[src/rtl/pe_ctrl_pkg.sv]
// Shared types and constants for the PE control sequencer.
package pe_ctrl_pkg;

  // Job sequencing states.
  typedef enum logic [3:0] {
    StIdle,
    StClr,
    StFetch,
    StMulLd,
    StMulRun,
    StAdd,
    StAccWr,
    StBFetch,
    StBAdd,
    StPFetch,
    StPCmp,
    StOutWr,
    StDone,
    StErr
  } pe_state_e;

  localparam logic MODE_CONV = 1'b0;
  localparam logic MODE_POOL = 1'b1;

  // PE mux select encodings.
  localparam logic SEL_CONV      = 1'b0;
  localparam logic SEL_POOL_BIAS = 1'b1;

  // States that wait on a pe_resp bit and are therefore guarded by the timer.
  function automatic logic is_wait_state(pe_state_e st);
    return (st == StMulRun) || (st == StAdd) || (st == StBAdd);
  endfunction

endpackage

[src/rtl/pe_ctrl_if.sv]
// Scheduler and PE signals seen by the controller, bundled as one interface.
interface pe_ctrl_if #(
  parameter int unsigned CNT_W = 8
) ();

  // Scheduler side
  logic             start;
  logic             mode;
  logic [CNT_W-1:0] num_taps;
  logic             use_bias;
  logic             data_vld;
  logic             data_req;
  logic             busy;
  logic             done;
  logic             err;

  // PE side
  logic [1:0]       pe_resp;
  logic             actn_in_sel;
  logic             wt_in_sel;
  logic             add_in_sel;
  logic             pe_out_sel;
  logic             if_rf_wr_en;
  logic             if_rf_rd_en;
  logic             wt_rf_wr_en;
  logic             wt_rf_rd_en;
  logic             of_rf_wr_en;
  logic             of_rf_rd_en;
  logic             mult_en;
  logic             mult_load;
  logic             add_en;
  logic             acc_wr_en;
  logic             acc_clr;

  // Controller view
  modport master (
    input  start, mode, num_taps, use_bias, data_vld, pe_resp,
    output data_req, busy, done, err,
    output actn_in_sel, wt_in_sel, add_in_sel, pe_out_sel,
    output if_rf_wr_en, if_rf_rd_en, wt_rf_wr_en, wt_rf_rd_en, of_rf_wr_en, of_rf_rd_en,
    output mult_en, mult_load, add_en, acc_wr_en, acc_clr
  );

  // Scheduler / PE view
  modport slave (
    output start, mode, num_taps, use_bias, data_vld, pe_resp,
    input  data_req, busy, done, err,
    input  actn_in_sel, wt_in_sel, add_in_sel, pe_out_sel,
    input  if_rf_wr_en, if_rf_rd_en, wt_rf_wr_en, wt_rf_rd_en, of_rf_wr_en, of_rf_rd_en,
    input  mult_en, mult_load, add_en, acc_wr_en, acc_clr
  );

endinterface

[src/rtl/pe_resp_timer.sv]
// Loadable up-counter that flags when a wait state has lasted TIMEOUT cycles.
module pe_resp_timer #(
  parameter int unsigned TIMEOUT = 64,
  localparam int unsigned CntW = (TIMEOUT > 1) ? $clog2(TIMEOUT + 1) : 1
) (
  input  logic            clk_i,
  input  logic            rst_ni,
  input  logic            clr_i,
  input  logic            en_i,
  input  logic            load_i,
  input  logic [CntW-1:0] load_val_i,
  output logic            expired_o
);

  logic [CntW-1:0] cnt_q, cnt_d;

  // Expiry is flagged during the TIMEOUT-th enabled cycle so the owner leaves on that edge.
  assign expired_o = en_i && (cnt_q == CntW'(TIMEOUT - 1));

  // Next count: clear wins over load, counting stops once expired.
  always_comb begin
    cnt_d = cnt_q;
    if (clr_i) begin
      cnt_d = '0;
    end else if (load_i) begin
      cnt_d = load_val_i;
    end else if (en_i && !expired_o) begin
      cnt_d = cnt_q + 1'b1;
    end
  end

  // Counter register.
  always_ff @(posedge clk_i or negedge rst_ni) begin
    if (!rst_ni) begin
      cnt_q <= '0;
    end else begin
      cnt_q <= cnt_d;
    end
  end

endmodule

[src/rtl/pe_ctrl.sv]
// Sequences one PE through a K-tap conv MAC (optional bias) or a K-sample max-pool.
module pe_ctrl
  import pe_ctrl_pkg::*;
#(
  parameter int unsigned CNT_W   = 8,
  parameter int unsigned TIMEOUT = 64
) (
  input  logic       clk,
  input  logic       rst,
  pe_ctrl_if.master  bus
);

  pe_state_e        state_q, state_d;
  logic             mode_q, mode_d;
  logic [CNT_W-1:0] num_taps_q, num_taps_d;
  logic             use_bias_q, use_bias_d;
  logic             bias_done_q, bias_done_d;
  // One extra bit so the final increment at num_taps = 2^CNT_W-1 cannot wrap.
  logic [CNT_W:0]   tap_cnt_q, tap_cnt_d;
  logic [CNT_W:0]   tap_inc;
  logic             err_q, err_d;

  logic             timer_clr;
  logic             timer_en;
  logic             timer_expired;

  assign tap_inc   = tap_cnt_q + 1'b1;
  assign timer_en  = is_wait_state(state_q);
  // Restart the wait timer on every state change.
  assign timer_clr = (state_d != state_q);

  pe_resp_timer #(
    .TIMEOUT (TIMEOUT)
  ) u_timer (
    .clk_i      (clk),
    .rst_ni     (rst),
    .clr_i      (timer_clr),
    .en_i       (timer_en),
    .load_i     (1'b0),
    .load_val_i ('0),
    .expired_o  (timer_expired)
  );

  // State and job-context registers.
  always_ff @(posedge clk or negedge rst) begin
    if (!rst) begin
      state_q     <= StIdle;
      mode_q      <= MODE_CONV;
      num_taps_q  <= '0;
      use_bias_q  <= 1'b0;
      bias_done_q <= 1'b0;
      tap_cnt_q   <= '0;
      err_q       <= 1'b0;
    end else begin
      state_q     <= state_d;
      mode_q      <= mode_d;
      num_taps_q  <= num_taps_d;
      use_bias_q  <= use_bias_d;
      bias_done_q <= bias_done_d;
      tap_cnt_q   <= tap_cnt_d;
      err_q       <= err_d;
    end
  end

  // Next-state and job-context update.
  always_comb begin
    state_d     = state_q;
    mode_d      = mode_q;
    num_taps_d  = num_taps_q;
    use_bias_d  = use_bias_q;
    bias_done_d = bias_done_q;
    tap_cnt_d   = tap_cnt_q;
    err_d       = err_q;
    unique case (state_q)
      StIdle: begin
        if (bus.start) begin
          mode_d      = bus.mode;
          num_taps_d  = bus.num_taps;
          use_bias_d  = bus.use_bias;
          bias_done_d = 1'b0;
          tap_cnt_d   = '0;
          err_d       = 1'b0;
          state_d     = (bus.num_taps == '0) ? StDone : StClr;
        end
      end
      StClr:    state_d = (mode_q == MODE_CONV) ? StFetch : StPFetch;
      StFetch:  if (bus.data_vld) state_d = StMulLd;
      StMulLd:  state_d = StMulRun;
      StMulRun: begin
        // A response arriving on the expiry cycle still counts as in time.
        if (bus.pe_resp[0]) begin
          state_d = StAdd;
        end else if (timer_expired) begin
          state_d = StErr;
          err_d   = 1'b1;
        end
      end
      StAdd: begin
        if (bus.pe_resp[1]) begin
          state_d = StAccWr;
        end else if (timer_expired) begin
          state_d = StErr;
          err_d   = 1'b1;
        end
      end
      StAccWr: begin
        tap_cnt_d = tap_inc;
        if (tap_inc < {1'b0, num_taps_q}) begin
          state_d = StFetch;
        end else if (use_bias_q && !bias_done_q) begin
          state_d = StBFetch;
        end else begin
          state_d = StOutWr;
        end
      end
      StBFetch: if (bus.data_vld) state_d = StBAdd;
      StBAdd: begin
        if (bus.pe_resp[1]) begin
          bias_done_d = 1'b1;
          state_d     = StAccWr;
        end else if (timer_expired) begin
          state_d = StErr;
          err_d   = 1'b1;
        end
      end
      StPFetch: if (bus.data_vld) state_d = StPCmp;
      StPCmp: begin
        tap_cnt_d = tap_inc;
        state_d   = (tap_inc < {1'b0, num_taps_q}) ? StPFetch : StOutWr;
      end
      StOutWr: state_d = StDone;
      StDone:  state_d = StIdle;
      StErr:   state_d = StIdle;
      default: state_d = StIdle;
    endcase
  end

  // Moore output decode; only the regfile write enables follow data_vld in fetch states.
  always_comb begin
    bus.data_req    = 1'b0;
    bus.actn_in_sel = SEL_CONV;
    bus.wt_in_sel   = SEL_CONV;
    bus.add_in_sel  = SEL_CONV;
    bus.pe_out_sel  = SEL_CONV;
    bus.if_rf_wr_en = 1'b0;
    bus.if_rf_rd_en = 1'b0;
    bus.wt_rf_wr_en = 1'b0;
    bus.wt_rf_rd_en = 1'b0;
    bus.of_rf_wr_en = 1'b0;
    bus.of_rf_rd_en = 1'b0;
    bus.mult_en     = 1'b0;
    bus.mult_load   = 1'b0;
    bus.add_en      = 1'b0;
    bus.acc_wr_en   = 1'b0;
    bus.acc_clr     = 1'b0;
    bus.done        = 1'b0;
    bus.busy        = !((state_q == StIdle) || (state_q == StDone) || (state_q == StErr));
    bus.err         = err_q;
    unique case (state_q)
      StClr: bus.acc_clr = 1'b1;
      StFetch: begin
        bus.data_req    = 1'b1;
        bus.if_rf_wr_en = bus.data_vld;
        bus.wt_rf_wr_en = bus.data_vld;
      end
      StMulLd: begin
        bus.mult_load   = 1'b1;
        bus.if_rf_rd_en = 1'b1;
        bus.wt_rf_rd_en = 1'b1;
      end
      StMulRun: begin
        bus.mult_en     = 1'b1;
        bus.if_rf_rd_en = 1'b1;
        bus.wt_rf_rd_en = 1'b1;
      end
      StAdd:   bus.add_en = 1'b1;
      StAccWr: bus.acc_wr_en = 1'b1;
      StBFetch: begin
        bus.data_req    = 1'b1;
        bus.wt_rf_wr_en = bus.data_vld;
      end
      StBAdd: begin
        bus.wt_in_sel   = SEL_POOL_BIAS;
        bus.wt_rf_rd_en = 1'b1;
        bus.add_in_sel  = SEL_POOL_BIAS;
        bus.add_en      = 1'b1;
      end
      StPFetch: begin
        bus.data_req    = 1'b1;
        bus.if_rf_wr_en = bus.data_vld;
      end
      StPCmp: begin
        bus.actn_in_sel = SEL_POOL_BIAS;
        bus.if_rf_rd_en = 1'b1;
      end
      StOutWr: begin
        bus.pe_out_sel  = mode_q;
        bus.of_rf_wr_en = 1'b1;
      end
      StDone: begin
        bus.done        = 1'b1;
        bus.of_rf_rd_en = 1'b1;
      end
      StErr:   bus.done = 1'b1;
      default: ;
    endcase
  end

endmodule

[src/flat_wrapper.sv]
// flat-port wrapper written by rule: the top's interface ports become plain ports
module pe_ctrl_flat import pe_ctrl_pkg::*;
#(
  parameter int unsigned CNT_W   = 8,
  parameter int unsigned TIMEOUT = 64
)
  (clk, rst, bus_start, bus_mode, bus_num_taps, bus_use_bias, bus_data_vld, bus_pe_resp, bus_data_req, bus_busy, bus_done, bus_err, bus_actn_in_sel, bus_wt_in_sel, bus_add_in_sel, bus_pe_out_sel, bus_if_rf_wr_en, bus_if_rf_rd_en, bus_wt_rf_wr_en, bus_wt_rf_rd_en, bus_of_rf_wr_en, bus_of_rf_rd_en, bus_mult_en, bus_mult_load, bus_add_en, bus_acc_wr_en, bus_acc_clr);
  pe_ctrl_if #(.CNT_W(CNT_W)) bus_i ();
  input  logic clk;
  input  logic rst;
  input wire logic [$bits(bus_i.start)-1:0] bus_start;
  input wire logic [$bits(bus_i.mode)-1:0] bus_mode;
  input wire logic [$bits(bus_i.num_taps)-1:0] bus_num_taps;
  input wire logic [$bits(bus_i.use_bias)-1:0] bus_use_bias;
  input wire logic [$bits(bus_i.data_vld)-1:0] bus_data_vld;
  input wire logic [$bits(bus_i.pe_resp)-1:0] bus_pe_resp;
  output wire logic [$bits(bus_i.data_req)-1:0] bus_data_req;
  output wire logic [$bits(bus_i.busy)-1:0] bus_busy;
  output wire logic [$bits(bus_i.done)-1:0] bus_done;
  output wire logic [$bits(bus_i.err)-1:0] bus_err;
  output wire logic [$bits(bus_i.actn_in_sel)-1:0] bus_actn_in_sel;
  output wire logic [$bits(bus_i.wt_in_sel)-1:0] bus_wt_in_sel;
  output wire logic [$bits(bus_i.add_in_sel)-1:0] bus_add_in_sel;
  output wire logic [$bits(bus_i.pe_out_sel)-1:0] bus_pe_out_sel;
  output wire logic [$bits(bus_i.if_rf_wr_en)-1:0] bus_if_rf_wr_en;
  output wire logic [$bits(bus_i.if_rf_rd_en)-1:0] bus_if_rf_rd_en;
  output wire logic [$bits(bus_i.wt_rf_wr_en)-1:0] bus_wt_rf_wr_en;
  output wire logic [$bits(bus_i.wt_rf_rd_en)-1:0] bus_wt_rf_rd_en;
  output wire logic [$bits(bus_i.of_rf_wr_en)-1:0] bus_of_rf_wr_en;
  output wire logic [$bits(bus_i.of_rf_rd_en)-1:0] bus_of_rf_rd_en;
  output wire logic [$bits(bus_i.mult_en)-1:0] bus_mult_en;
  output wire logic [$bits(bus_i.mult_load)-1:0] bus_mult_load;
  output wire logic [$bits(bus_i.add_en)-1:0] bus_add_en;
  output wire logic [$bits(bus_i.acc_wr_en)-1:0] bus_acc_wr_en;
  output wire logic [$bits(bus_i.acc_clr)-1:0] bus_acc_clr;
  assign bus_i.start = bus_start;
  assign bus_i.mode = bus_mode;
  assign bus_i.num_taps = bus_num_taps;
  assign bus_i.use_bias = bus_use_bias;
  assign bus_i.data_vld = bus_data_vld;
  assign bus_i.pe_resp = bus_pe_resp;
  assign bus_data_req = bus_i.data_req;
  assign bus_busy = bus_i.busy;
  assign bus_done = bus_i.done;
  assign bus_err = bus_i.err;
  assign bus_actn_in_sel = bus_i.actn_in_sel;
  assign bus_wt_in_sel = bus_i.wt_in_sel;
  assign bus_add_in_sel = bus_i.add_in_sel;
  assign bus_pe_out_sel = bus_i.pe_out_sel;
  assign bus_if_rf_wr_en = bus_i.if_rf_wr_en;
  assign bus_if_rf_rd_en = bus_i.if_rf_rd_en;
  assign bus_wt_rf_wr_en = bus_i.wt_rf_wr_en;
  assign bus_wt_rf_rd_en = bus_i.wt_rf_rd_en;
  assign bus_of_rf_wr_en = bus_i.of_rf_wr_en;
  assign bus_of_rf_rd_en = bus_i.of_rf_rd_en;
  assign bus_mult_en = bus_i.mult_en;
  assign bus_mult_load = bus_i.mult_load;
  assign bus_add_en = bus_i.add_en;
  assign bus_acc_wr_en = bus_i.acc_wr_en;
  assign bus_acc_clr = bus_i.acc_clr;
  pe_ctrl #(.CNT_W(CNT_W), .TIMEOUT(TIMEOUT)) u_core (.clk(clk), .rst(rst), .bus(bus_i));
endmodule
[config.mk]
export PLATFORM = sky130hd
export DESIGN_NAME = pe_ctrl_flat
export DESIGN_NICKNAME = d
export VERILOG_FILES = /design/src/rtl/pe_ctrl_pkg.sv /design/src/rtl/pe_ctrl_if.sv /design/src/rtl/pe_resp_timer.sv /design/src/rtl/pe_ctrl.sv /design/src/flat_wrapper.sv
export SDC_FILE = /design/constraint.sdc
export NUM_CORES = 1
export LEC_CHECK = 0
export ABC_CLOCK_PERIOD_IN_PS = 6890
export CAP_MARGIN = 20
export CELL_PAD_IN_SITES_DETAIL_PLACEMENT = 1
export CELL_PAD_IN_SITES_GLOBAL_PLACEMENT = 2
export CORE_ASPECT_RATIO = 1.25
export CORE_MARGIN = 3
export CORE_UTILIZATION = 35
export CTS_CLUSTER_SIZE = 8
export DETAILED_ROUTE_END_ITERATION = 6
export PLACE_DENSITY_LB_ADDON = 0.08
export SLEW_MARGIN = 5
export SYNTH_ARGS = -nofsm -noshare
export SYNTH_HDL_FRONTEND = slang
export SYNTH_HIERARCHICAL = 1
export SYNTH_SLANG_ARGS = --single-unit
[constraint.sdc]
create_clock -name clk -period 6.89 [get_ports clk]
set_clock_uncertainty 0.05 [all_clocks]
set_input_delay 1.378 -clock clk [delete_from_list [all_inputs] [get_ports clk]]
set_output_delay 1.378 -clock clk [all_outputs]
set_load 0.02 [all_outputs]
# Yosys cells after proc, flatten, opt, wreduce, memory -nomap -nowiden
# Index checks and enable logic that the tools add are counted.
# op_classes
add_sub_neg	2
magnitude_cmp	1
n_eq_ne	19
mux	40
n_reduce_logical	28
# op_table
cell	n
$mux 4	11
$pmux 4 s11	1
$eq 4x4->1 const B	6
$mux 1	21
$pmux 9 s2	1
$eq 4x3->1 const B	4
$mux 7	2
$reduce_or 2->1	5
$add 9x1->9 const B	1
$lt 9x8->1	1
$mux 9	1
$reduce_or 3->1	3
$eq 4x2->1 const B	2
$logic_not 8->1	1
$ne 2x2->1 const B	4
$add 7x1->7 const B	1
$eq 7x6->1 const B	1
$reduce_bool 2->1	3
$eq 4x1->1 const B	1
$logic_not 4->1	1
$logic_or 1x1->1	4
$ne 4x4->1	1
$reduce_and 2->1	2
$reduce_and 4->1	1
other kinds (7)	11
# totals
regBits	32
inputBits	16
out_inout_bits	19
wordCells	98

# Logic depth before layout (Yosys ltp)
# Gate-level depths: netlist of the first run.
# depth
depth_word	9
depth_mapped	17
mapped_depth_nobuf	15

# By module
# The synthesis of the first run kept the hierarchy.
# by_module_without_submodules
module	n_inst	cells_per_inst	area_each_um2	seq_area_each_um2
pe_ctrl	1	217	1845.5	625.6
pe_resp_timer	1	59	516.7	175.2

# Worst setup path before layout of the first run
# OpenSTA, ideal clock, no wires.
# synth_path
kind	reg2reg
start	register u_core.tap_cnt_q[0]
end	register u_core.u_timer.cnt_q[0]
setup_ns	0.069
t_arrival_ns	3.440
required_ns	6.771
slack_ns	3.331
stages_incl_launch_ff	15
path_buffers	1
period_less_slack_ns	3.559
cell_sequence	dfrtp_1 -> ha_1 -> nand3_1 -> nor2_1 -> xor2_1 -> ha_1 -> and3_1 -> a221oi_1 -> nand3_1 -> a311o_2 -> a211oi_2 -> o2111ai_1 -> buf_4 -> or4_1 -> nand3_1
# synth_between
elab_chain_cells	6
word_cells_on_any_way	8
cone_classes	add/sub (1); order compare (1); eq/ne (1); mux (4); reduce/logical (1)
# synth_lines
element	line_no	source
start, declared	pe_ctrl.sv:19	logic [CNT_W:0] tap_cnt_q, tap_cnt_d;
start signal, assigned	pe_ctrl.sv:60	tap_cnt_q <= tap_cnt_d;
$add 9x1->9 (*)	pe_ctrl.sv:27	assign tap_inc = tap_cnt_q + 1'b1;
$lt 9x8->1 (*)	pe_ctrl.sv:108	if (tap_inc < {1'b0, num_taps_q}) begin
$mux 4 (*)	pe_ctrl.sv:108	
$pmux 4 s11 (*)	pe_ctrl.sv:74	unique case (state_q)
via u_core.state_d[3]	pe_ctrl.sv:13	pe_state_e state_q, state_d;
$ne 4x4->1 (*)	pe_ctrl.sv:30	assign timer_clr = (state_d != state_q);
via u_core.timer_clr	pe_ctrl.sv:23	logic timer_clr;
$mux 7 / $reduce_bool 2->1 (equally long branches)	-	
end signal, assigned	pe_resp_timer.sv:37	cnt_q <= cnt_d;
end, declared	pe_resp_timer.sv:15	logic [CntW-1:0] cnt_q, cnt_d;
# The timed path passes the listed nets; every way through them passes the cells marked *.
# A chain may end at the register's enable or synchronous reset.

# Worst setup path after layout of the first run
# layout_path
start	register u_core.state_q[2]
end	register u_core.u_timer.cnt_q[0]
# layout_between
elab_chain_cells	9
word_cells_on_any_way	29
cone_classes	eq/ne (12); mux (9); reduce/logical (8)
# layout_lines
element	line_no	source
start, declared	pe_ctrl.sv:13	
start signal, assigned	pe_ctrl.sv:47	state_q <= StIdle;
start signal, assigned	pe_ctrl.sv:55	state_q <= state_d;
$eq 4x3->1	pe_ctrl_pkg.sv:31	return (st == StMulRun) || (st == StAdd) || (st == StBAdd);
$logic_or 1x1->1	pe_ctrl_pkg.sv:31	
$logic_or 1x1->1 (*)	pe_ctrl_pkg.sv:31	
via u_core.timer_en	pe_ctrl.sv:24	logic timer_en;
$logic_and 1x1->1 (*)	pe_resp_timer.sv:18	assign expired_o = en_i && (cnt_q == CntW'(TIMEOUT - 1));
via u_core.timer_expired	pe_ctrl.sv:25	logic timer_expired;
$mux 4 (*)	pe_ctrl.sv:93, pe_ctrl.sv:101, pe_ctrl.sv:121	
$mux 4 (on tied branches)	pe_ctrl.sv:118, pe_ctrl.sv:91	
$pmux 4 s11 (*)	pe_ctrl.sv:74	
via u_core.state_d[3]	pe_ctrl.sv:13	
$ne 4x4->1 (*)	pe_ctrl.sv:30	
via u_core.timer_clr	pe_ctrl.sv:23	
$mux 7 / $reduce_bool 2->1 (equally long branches)	-	
# Marked as above.

==> out/results.env, run 1 <==
GRT_PASS1_VIAS=2308
CRIT_FAMILY='compound AO/OA/AOI/OAI gates'
STD_CELL_ROWS=32
POWER.LEAKAGE_nW=1.21
CP_SLOWEST_STAGE_DELAY_PS=780
DIE_Y_UM=97.9
YS_TYPES=63
R2R_END='u_core/u_timer/cnt_q[0]'
WORSTSETUPPATHTYPE='reg -> reg'
WORST_SLACK_PS=2400
FINAL_LAYOUT_SIZE_SUFFIX_GT1_FRAC=0.0839
CTS-BUFFERS-INSERTED=5
DIE_AREA_SQ_UM=7780
CRIT_PATH_LAUNCH_TYPE='flip-flop'
CRIT_SLOWEST_CELL='dfrtp_1'
CP.REQUIRED_PS=7000
CTS.ROOT.BUFFER_CELL='clkbuf_8'
CRITPATHMAXFANOUT=22
SWITCHING_PART_OF_THE_TOTAL=0.463
GRT_ANTENNA_BEFORE_REPAIR=0
FIRST_PASS_ITERS=4
POWER_SWITCHING_mW=0.513
ASYNCSETRESETFLOPFRACSYNTH=1.00
CTS_SETUP_BUFFERS=0
FIN_AREA_SQ_UM=2840
CTSHOLDBUFFERS=0
WORST_R2R_STARTPOINT='u_core/state_q[2]'
POSTCTSRESIZEDCELLS=0
SYN_INST=276
AREA_OF_THE_PLACEABLE_CORE_SQ_UM=6370
POWER.DENSITY_CELL_AREA_nW_PER_UM2=390
YOSYS_WARNINGS=6
MAX_FREQ_GHz=0.223
HPWL_UM=4880
DETAIL_ROUTE.VIAS_PER_CELL=5.60
ROUTED_WIRE_LENGTH_PER_INSTANCE_UM=16.8
CORE_UTIL_FINAL=0.447
CLOCKBUFFERDEPTH=2
HOLD_PATH_CLASS='reg -> reg'
GRT_MAX_DEGREE=33
POSTROUTEANTENNANETS=0
NUM_ANTENNA_CELLS=0
GRT_FIRST_PASS_WIRELENGTH_UM=11400
AREA.GROWTH.SYNTH_TO_FINAL_PCT=20.4
TIMING.MAX_SLEW.REL_SLACK=0.459
GLOBALPLACE.CONGESTION=0.823
GRTUSAGETOTAL=0.182
TOTALWIRELENGTH_UM=6620
SHARE_CLK_OF_TOTAL_POWER=0.132
STARTING_DRT_DRC_COUNT=103
STATUS='completed'
CRIT_PATH_END_KIND='flip-flop'
POST_SYNTH_INSTANCE_AREA_SQ_UM=2360
POSTSYNTHREGISTERBITS=32
DIE_W_UM=79.5
FIN_HOLD_WS_PS=462
WORST_HOLD_PATH_DEPTH=2
PRECTSSETUPSLACK_PS=2350
FINALSETUPVIOLCOUNT=0
PATH_BUF_INV=1
SYNTH-SEQ-AREA-SHARE=0.339
SYNTH_EDF_COUNT=0
FIN_SETUP_TNS_PS=0
GR_OVERFLOW_TOTAL=0
CLOCK_SLEW_SEEN_BY_THE_REGISTERS_OF_THE_WORST_SETUP_AND_HOLD_PATHS_PS=60
MAX_SLEW.WORST_PIN.SLEW_PS=812
WORST_SKEW_PAIR.LATE_LATENCY_PS=290
WHS_ENDPOINT='u_core/bus.err'
POSTSYNTHAREAPERCELL_SQ_UM=8.56
FINALCRITPERIODSHARE=0.652
UNREPAIRED_SETUP_ENDPOINTS_AFTER_GLOBAL_ROUTING='no'
CTS_TREE='built'
CAP_VIOL_MAX_COUNT=0
POWER_FRAC_COMB=0.531
CP.ARRIVAL_PS=4600
SLEW_VIOL_FINAL=0
LAYOUT.NETS=334
FILL_CELL_INSTANCE_COUNT_OF_THE_FINAL_LAYOUT=759
WORST_HOLD_STARTPOINT='u_core/bus.err'
CTS_NUM_SINKS=32
BUFFER_PORTS.INSERTED=34
POSTPLACECELLAREA_SQ_UM=2760
R2R_SLACK_PS=2400
CTS-HTREE-LEVELS=2
ROUTED-VIA-COUNT=2212
POWER_REPORT.INTERNAL_TOTAL_mW=0.595
IOS=35
TIMING.CRITICAL_PATH.CELLS='or2b_1 > a21oi_1 > nand2_1 > nor3_1 > inv_1 > o32a_1 > o22ai_1 > o21a_1 > a311o_2 > a211oi_2 > o2111ai_1 > o31a_1 > nand3_1'
INITIAL_UTILIZATION=0.371
MAX-VDD-IR-DROP_V=0.000152
FINAL_HOLD_VIOL_COUNT=0
DOMINANTREGCELLSYNTH='dfrtp_1'
MULTI_INPUT_COMB_AREA_SQ_UM=1430
REGISTER_AREA_SQ_UM=801
PWR-SHARE-SEQ=0.337
TIMING.REG2REG.WORST_PATH_DEPTH=13
PERIOD_MINUS_SLACK_PS=4490
DRC_ERRORS=0
power groups by stage:
stage / logic (mW) / clock network, mW / registers [mW]
4_1_cts: 0.593 / 0.153 / 0.373
3_3_place_gp: 0.585 / 0 / 0.377
3_5_place_dp: 0.589 / 0 / 0.376
6_report: 0.589 / 0.147 / 0.373
2_1_floorplan: 0.477 / 0 / 0.307
5_1_grt: 0.656 / 0.163 / 0.390
registers in the layout, indices dropped and copies added, names as in the netlist:
register and flops:
u_core/bias_done_q 1, u_core/num_taps_q 8, u_core/u_timer/cnt_q 7, u_core/mode_q 1, u_core/state_q 4, u_core/tap_cnt_q 9, u_core/use_bias_q 1, u_core/bus.err 1
worst min-delay path: cells and delay by family (launching register included):
| family | cells | cell delay (ps) |
|---|---|---|
| flops | 1 | 350 |
| simple gates | 1 | 70 |
| compound gates | 1 | 50 |
synthesized netlist by cell type (all sizes together) (3+ instances only):
library cell	n	area (sq um)
dfrtp	32	801
nor2	27	101
o21ai	20	100
inv	18	67.6
nand2	18	67.6
buf	12	70.1
mux2	10	113
nand3	10	50.1
a21oi	9	45.0
ha	9	113
nor3	9	45.0
nand2b	7	43.8
nor2b	6	37.5
xnor2	6	52.6
clkbuf	5	20.0
o22ai	5	31.3
and3	4	25.0
nand3b	4	30.0
nand4	4	40.0
o31a	4	35.0
xor2	4	35.0
a21o	3	22.5
a22o	3	26.3
or4	3	22.5
metal layers:
layer  global-route usage  wire (um)  up-vias
li1                     -          -     1062
met1                0.249       3070     1099
met2                0.291       3220       42
met3               0.0295        232        9
met4               0.0622        110        0
met5                    0          0        -
area by class of cell:
type / count / share of cell area
multi-input cells: 217 / 0.504
inverters: 18 / 0.0238
well taps: 85 / 0.0374
flip-flops and latches: 32 / 0.282
clock inverters: 3 / 0.00660
clock buffers: 5 / 0.0242
repair buffers: 35 / 0.122
cell families (layout without fill, tap and decap cells):
family,Yosys count,in the layout,synth area share
other,1,9,0.00159
muxes,10,10,0.0477
and+or+nand+nor,104,104,0.234
AOI/OAI and AO/OA,75,75,0.226
adders and majority gates,9,9,0.0477
buffers and inverters,35,61,0.0667
DFF,32,32,0.339
xor gates and xnor gates,10,10,0.0371
per-stage QoR:
stage,power [mW],cells
global placement,0.962,387
detailed placement,0.966,387
global route,1.21,395
floorplan,0.785,284
finish,1.11,395
CTS,1.12,395
how the worst max path moves through the flow:
| stage | from | end | slack [ps] | depth (start not counted) |
|---|---|---|---|---|
| final | u_core/state_q[2] | u_core/u_timer/cnt_q[0] | 2400 | 13 |
| after global routing | u_core/state_q[2] | u_core/u_timer/cnt_q[0] | 1980 | 14 |
| after CTS | u_core/state_q[2] | u_core/u_timer/cnt_q[0] | 2390 | 14 |
| after detailed placement | bus_start | u_core/u_timer/cnt_q[0] | 2350 | 9 |
| after global placement | bus_start | u_core/u_timer/cnt_q[0] | 2320 | 9 |
| after floorplan | u_core/tap_cnt_q[0] | u_core/u_timer/cnt_q[0] | 3330 | 14 |
cell usage in the layout, fill, tap and decap left out, types with 5 or more instances in the layout:
cell and n:
nand3_1 10, nor3_1 9, o22ai_1 5, xnor2_1 6, clkdlybuf4s50_1 34, conb_1 9, nand2_1 18, nor2_1 27
inv_1 18, o21ai_0 19, nand2b_1 7, clkbuf_8 5, a21oi_1 9, dfrtp_1 32, nor2b_1 6, ha_1 9
mux2_2 10
(Power assumes the default switching activity.)
==> inputs of run 2 (changes only) <==
Settings changed: ABC_CLOCK_PERIOD_IN_PS 6890 to 4500, CORE_UTILIZATION 35 to 33.
Clock period 6.89 ns to 4.5 ns, I/O delays scaled along.
==> run 2 against run 1 <==
  * Core utilization down 1.6 points
  * Non-clock buffer count up 9
  * Combinational power up 77%
  * Critical endpoint unchanged
==> out/results.env, run 2 (same netlist as run 1, synthesis figures left out) <==
PLACED_CELLS_INCL_TAPS=398  # +2.8%
NUM_ANTENNA_CELLS=0  # unchanged
MAX_SLEW.WORST_PIN.SLEW_PS=729  # -83.0 ps
LARGEST_REGISTER_FFS=9  # unchanged
GRT_PASS1_VIAS=2222  # -3.7%
DIE_AREA_SQ_UM=8220  # +5.6%
STARTING_DRT_DRC_COUNT=60  # -42%
REGMOSTFLOPS='u_core/tap_cnt_q'
WORST_SKEW_PAIR.LATE_LATENCY_PS=290  # about the same
MOSTFREQUENTLAYOUTCELL='clkdlybuf4s50_1'
POWER.DENSITY_CELL_AREA_nW_PER_UM2=602  # +55%
CTSHOLDBUFFERS=0  # unchanged
FIN_SETUP_TNS_PS=0  # unchanged
FINAL_HOLD_VIOL_COUNT=0  # unchanged
IOS=35  # unchanged
DESIGN_POWER_TOTAL_mW=1.76  # +59%
POSTCTSRESIZEDCELLS=0  # unchanged
PATH_BUF_INV=1  # unchanged
GRT_ANTENNA_BEFORE_REPAIR=0  # unchanged
AREA.GROWTH.SYNTH_TO_FINAL_PCT=23.6
CRIT_PATH_LAUNCH_TYPE='flip-flop'
CTS-HTREE-LEVELS=2  # unchanged
LAYOUT_COMMON_CELLS='clkdlybuf4s50_1, dfrtp_1, nor2_1'
INSTANCES_NO_FILL=406  # +2.8%
LEADING_REGISTERS_BY_FLOP_COUNT='u_core/tap_cnt_q x9, u_core/num_taps_q x8, u_core/u_timer/cnt_q x7'
BUFFER_PORTS.INSERTED=34  # unchanged
FINAL_LAYOUT_SIZE_SUFFIX_GT1_FRAC=0.110  # +0.0258
CTS_NUM_SINKS=32  # unchanged
ROUTED_WIRE_LENGTH_PER_INSTANCE_UM=16.2  # -3.6%
CP_COMMON_CELL='nand3_1'
TIMING.REG2REG.WORST_PATH_DEPTH=14  # +1
CTS_SETUP_BUFFERS=0  # unchanged
CP.REQUIRED_PS=4670  # -2330 ps
CP.ARRIVAL_PS=4100  # -500 ps
WORST_HOLD_PATH_DEPTH=1  # -1
CRIT_SLOWEST_CELL='or4_1'
FIRST_PASS_ITERS=4  # unchanged
GRT_MAX_DEGREE=33  # unchanged
DIE_W_UM=81.7  # +2.8%
LAYOUT.NETS=343  # +2.7%
PATH_DEPTH=14  # +1
STATUS='completed'
GR_OVERFLOW_TOTAL=0  # unchanged
AREA_OF_THE_PLACEABLE_CORE_SQ_UM=6770  # +6.4%
CP_SLOWEST_STAGE_DELAY_PS=510  # -270 ps
FINALSETUPVIOLCOUNT=0  # unchanged
FIN_HOLD_WS_PS=457  # -5.27 ps
GRT_FIRST_PASS_WIRELENGTH_UM=10800  # -5.2%
GLOBALPLACE.CONGESTION=0.780  # -5.2%
PERIOD_MINUS_SLACK_PS=3930  # -563 ps
CRIT_PATH_END_KIND='flip-flop'
DETAIL_ROUTE.VIAS_PER_CELL=5.44  # -2.9%
CRIT_FAMILY='simple AND/OR/NAND/NOR gates'
INITIAL_UTILIZATION=0.349  # -0.0222
GRTUSAGETOTAL=0.169  # -0.0136
TOTALWIRELENGTH_UM=6560  # -0.92%
CAP_VIOL_MAX_COUNT=0  # unchanged
POWER.LEAKAGE_nW=1.26  # +3.9%
DRC_ERRORS=0  # unchanged
ROUTED-VIA-COUNT=2208  # -0.18%
UNREPAIRED_SETUP_ENDPOINTS_AFTER_GLOBAL_ROUTING='no'
CRITPATHMAXFANOUT=10  # -55%
DIE_Y_UM=101  # +2.8%
R2R_SLACK_PS=570  # -1830 ps
HOLD_PATH_CLASS='reg -> reg'
HPWL_UM=4910  # +0.58%
POSTROUTEANTENNANETS=0  # unchanged
WORSTSETUPPATHTYPE='reg -> reg'
CTS_TREE='built'
TIMING.MAX_SLEW.REL_SLACK=0.512  # +0.0535
TIMING.CRITICAL_PATH.CELLS='ha_1 > nand3_1 > nor2_1 > xor2_1 > ha_1 > and3_1 > a221oi_1 > nand3_1 > a311o_2 > a211oi_2 > o2111ai_1 > buf_4 > or4_1 > nand3_1'
CTS-BUFFERS-INSERTED=5  # unchanged
CLOCK_SLEW_SEEN_BY_THE_REGISTERS_OF_THE_WORST_SETUP_AND_HOLD_PATHS_PS=70  # about the same
STD_CELL_ROWS=33  # +3.1%
FINALCRITPERIODSHARE=0.873  # +0.221
CTS.ROOT.BUFFER_CELL='clkbuf_8'
MAX_FREQ_GHz=0.255  # +14%
SLEW_VIOL_FINAL=0  # unchanged
CLOCKBUFFERDEPTH=2  # unchanged
MAX-VDD-IR-DROP_V=0.000231  # +52%
-- run 2: report_power, final --
part	switching, mW	leakage (nW)	internal, mW
clock network	0.108	0.0510	0.122
logic	0.577	0.793	0.459
registers	0.100	0.415	0.391
total	0.785	1.26	0.973
-- run 2: final cells by class --
class	instances	area [sq um]
Clock buffer	6	82.6
Clock inverter	2	10.0
Fill cell	845	3850
Inverter	18	67.6
Multi-Input combinational cell	217	1430
Sequential cell	32	801
Tap cell	87	109
Timing Repair Buffer	44	415
-- run 2: per-layer routing --
layer | vias up | part of all wire | global-route usage
met3 | 7 | 0.038 | 0.0250
met1 | 1070 | 0.47 | 0.218
li1 | 1087 | - | -
met5 | - | 0 | 0
met2 | 44 | 0.47 | 0.286
met4 | 0 | 0.017 | 0.0550
-- run 2: final timing paths --
path | start | end
worst max register to register | u_core/tap_cnt_q[0] | u_core/u_timer/cnt_q[0]
min in group asynchronous | rst | u_core/tap_cnt_q[8]
worst max-delay path | u_core/tap_cnt_q[0] | u_core/u_timer/cnt_q[0]
worst min-delay path | u_core/num_taps_q[2] | u_core/num_taps_q[2]
worst min register to register | u_core/num_taps_q[2] | u_core/num_taps_q[2]
max in group asynchronous | rst | u_core/num_taps_q[5]
-- run 2: metrics by stage --
step                      setup slack [ps]  utilization  area (sq um)
after floorplan                        941            -          2390
after global placement                 678        0.417          2830
after detailed placement               583        0.417          2830
after CTS                              547        0.431          2920
after global routing                   282        0.431          2920
final                                  571        0.431          2920
==> inputs of run 3 (changes only) <==
Settings changed: CORE_UTILIZATION 33 to 34, CTS_BUF_LIST from default to sky130_fd_sc_hd__clkbuf_8, TNS_END_PERCENT from default to 50.
==> run 3 against run 2 <==
  * Cell area down 0.51%
  * Core utilization up 0.58 points
  * Flip-flop and latch count unchanged
  * Critical endpoint unchanged
==> out/results.env, run 3 (same netlist as run 1, synthesis figures left out) <==
FINALCRITPERIODSHARE=0.875  # +0.00142
CRIT_SLOWEST_CELL='or4_1'
MAX-VDD-IR-DROP_V=0.000203  # -12%
WHS_ENDPOINT='u_core/bus.err'
TIMING.CRITICAL_PATH.CELLS='ha_1 > nand3_1 > nor2_1 > xor2_1 > ha_1 > and3_1 > a221oi_1 > nand3_1 > a311o_2 > a211oi_2 > o2111ai_1 > buf_4 > or4_1 > nand3_1'
GRT_PASS1_VIAS=2267  # +2.0%
ROUTED_WIRE_LENGTH_PER_INSTANCE_UM=16.0  # -1.1%
MAX_FREQ_GHz=0.254  # -0.16%
TOTALWIRELENGTH_UM=6460  # -1.6%
AREA.GROWTH.SYNTH_TO_FINAL_PCT=22.9
CLOCKBUFFERDEPTH=2  # unchanged
STARTING_DRT_DRC_COUNT=91  # +52%
DRC_ERRORS=0  # unchanged
WORST_SKEW_PAIR.LATE_LATENCY_PS=290  # about the same
CTS_TREE='built'
PERIOD_MINUS_SLACK_PS=3940  # +6.40 ps
CTS.ROOT.BUFFER_CELL='clkbuf_8'
ROUTED-VIA-COUNT=2214  # +0.27%
CP_COMMON_CELL='nand3_1'
CLOCK_SLEW_SEEN_BY_THE_REGISTERS_OF_THE_WORST_SETUP_AND_HOLD_PATHS_PS=80  # about the same
POWER.LEAKAGE_nW=1.24  # -1.6%
CAP_VIOL_MAX_COUNT=0  # unchanged
DIE_Y_UM=99.2  # -1.4%
FIN_SETUP_TNS_PS=0  # unchanged
DIE_AREA_SQ_UM=7990  # -2.7%
MAX_SLEW.WORST_PIN.SLEW_PS=675  # -53.8 ps
ROUTEDLENGTHMET1_UM=2950  # -4.4%
WORST_HOLD_PATH_DEPTH=2  # +1
R2R_SLACK_PS=560  # about the same
CTS-BUFFERS-INSERTED=5  # unchanged
DETAIL_ROUTE.VIAS_PER_CELL=5.48  # +0.77%
FINAL_LAYOUT_SIZE_SUFFIX_GT1_FRAC=0.104  # -0.00562
CP.ARRIVAL_PS=4100  # about the same
HIGHEST-SIGNAL-LAYER='met4'
POSTROUTEANTENNANETS=0  # unchanged
STATUS='completed'
CTS_NUM_SINKS=32  # unchanged
FINAL_HOLD_VIOL_COUNT=0  # unchanged
LEADING_REGISTERS_BY_FLOP_COUNT='u_core/tap_cnt_q x9, u_core/num_taps_q x8, u_core/u_timer/cnt_q x7'
POSTCTSRESIZEDCELLS=0  # unchanged
FILL_CELL_INSTANCE_COUNT_OF_THE_FINAL_LAYOUT=809  # -4.3%
NUM_ANTENNA_CELLS=0  # unchanged
CP_SLOWEST_STAGE_DELAY_PS=510  # about the same
CRIT_PATH_END_KIND='flip-flop'
HOLD_PATH_CLASS='reg -> reg'
IOS=35  # unchanged
CP.REQUIRED_PS=4670  # about the same
DIE_W_UM=80.6  # -1.4%
CTS-HTREE-LEVELS=2  # unchanged
WORST_R2R_STARTPOINT='u_core/tap_cnt_q[0]'
SLEW_VIOL_FINAL=0  # unchanged
REGMOSTFLOPS='u_core/tap_cnt_q'
HPWL_UM=4850  # -1.1%
POWER.DENSITY_CELL_AREA_nW_PER_UM2=598  # -0.69%
MET2_WIRELENGTH_UM=3180  # +2.1%
CTS_SETUP_BUFFERS=0  # unchanged
FINALSETUPVIOLCOUNT=0  # unchanged
DR_WL_MET3_UM=202  # -19%
INITIAL_UTILIZATION=0.355  # +0.00650
LARGEST_REGISTER_FFS=9  # unchanged
BUFFER_PORTS.INSERTED=34  # unchanged
WORSTSETUPPATHTYPE='reg -> reg'
GRTUSAGETOTAL=0.173  # +0.00378
MOSTFREQUENTLAYOUTCELL='clkdlybuf4s50_1'
STD_CELL_ROWS=33  # unchanged
TIMING.MAX_SLEW.REL_SLACK=0.548  # +0.0360
GRT_MAX_DEGREE=33  # unchanged
LAYOUT.NETS=341  # -0.58%
TIMING.REG2REG.WORST_PATH_DEPTH=14  # unchanged
CORE_UTIL_FINAL=0.437  # +0.00577
AREA_OF_THE_PLACEABLE_CORE_SQ_UM=6650  # -1.8%
GRT_ANTENNA_BEFORE_REPAIR=0  # unchanged
CTSHOLDBUFFERS=0  # unchanged
FIRST_PASS_ITERS=4  # unchanged
GR_OVERFLOW_TOTAL=0  # unchanged
CRITPATHMAXFANOUT=10  # unchanged
WORST_HOLD_STARTPOINT='u_core/bus.err'
LAYOUT_COMMON_CELLS='clkdlybuf4s50_1, dfrtp_1, nor2_1'
GLOBALPLACE.CONGESTION=0.813  # +4.3%
R2R_END='u_core/u_timer/cnt_q[0]'
GRT_FIRST_PASS_WIRELENGTH_UM=10900  # +0.70%
CRIT_PATH_LAUNCH_TYPE='flip-flop'
UNREPAIRED_SETUP_ENDPOINTS_AFTER_GLOBAL_ROUTING='no'
## run 3: worst max-delay path by stage
| stage | from | endpoint | slack (ps) | cells past startpoint |
|---|---|---|---|---|
| finish | u_core/tap_cnt_q[0] | u_core/u_timer/cnt_q[0] | 560 | 14 |
| global placement | u_core/tap_cnt_q[0] | u_core/u_timer/cnt_q[0] | 720 | 14 |
| detailed placement | u_core/tap_cnt_q[0] | u_core/u_timer/cnt_q[0] | 580 | 14 |
| global route | u_core/state_q[3] | u_core/u_timer/cnt_q[3] | 210 | 16 |
| floorplan | u_core/tap_cnt_q[0] | u_core/u_timer/cnt_q[0] | 940 | 14 |
| CTS | u_core/tap_cnt_q[0] | u_core/u_timer/cnt_q[0] | 530 | 14 |
## run 3: layout make-up
type / instances / area (sq um) / share of cell area
Clock buffer: 5 / 68.8 / 0.0237
Clock inverter: 3 / 23.8 / 0.00819
Inverter: 18 / 67.6 / 0.0233
Multi-Input combinational cell: 217 / 1430 / 0.494
Sequential cell: 32 / 801 / 0.276
Tap cell: 87 / 109 / 0.0375
Timing Repair Buffer: 42 / 400 / 0.138
## run 3: where the power goes
| part | internal, mW | switching, mW |
|---|---|---|
| clock | 0.109 | 0.116 |
| sequential | 0.391 | 0.115 |
| combinational | 0.448 | 0.557 |
## run 3: worst max-delay path: cells and delay by family (launching register included)
family	cells	cell delay (ps)
AND/OR/NAND/NOR	6	1450
AO/OA/AOI/OAI	4	1110
adder cells (fa/ha/maj)	2	490
flip-flops	1	420
buffers and inverters	1	190
XOR/XNOR	1	160
## run 3: per-stage QoR
| step | hold WS (ps) | std cells | area [sq um] | power (mW) | setup WS, ps |
|---|---|---|---|---|---|
| final | 451 | 404 | 2900 | 1.74 | 565 |
| after floorplan | 425 | 284 | 2390 | 1.20 | 941 |
| after detailed placement | 444 | 396 | 2810 | 1.52 | 584 |
| after global placement | 439 | 396 | 2810 | 1.52 | 719 |
| after CTS | 460 | 404 | 2900 | 1.76 | 525 |
| after global routing | 492 | 404 | 2900 | 1.90 | 205 |
## run 3: per-layer routing
| layer | vias to the layer above | global-route usage |
|---|---|---|
| li1 | 1077 | - |
| met1 | 1085 | 0.227 |
| met2 | 43 | 0.284 |
| met3 | 9 | 0.0245 |
| met4 | 0 | 0.0689 |
| met5 | - | 0 |
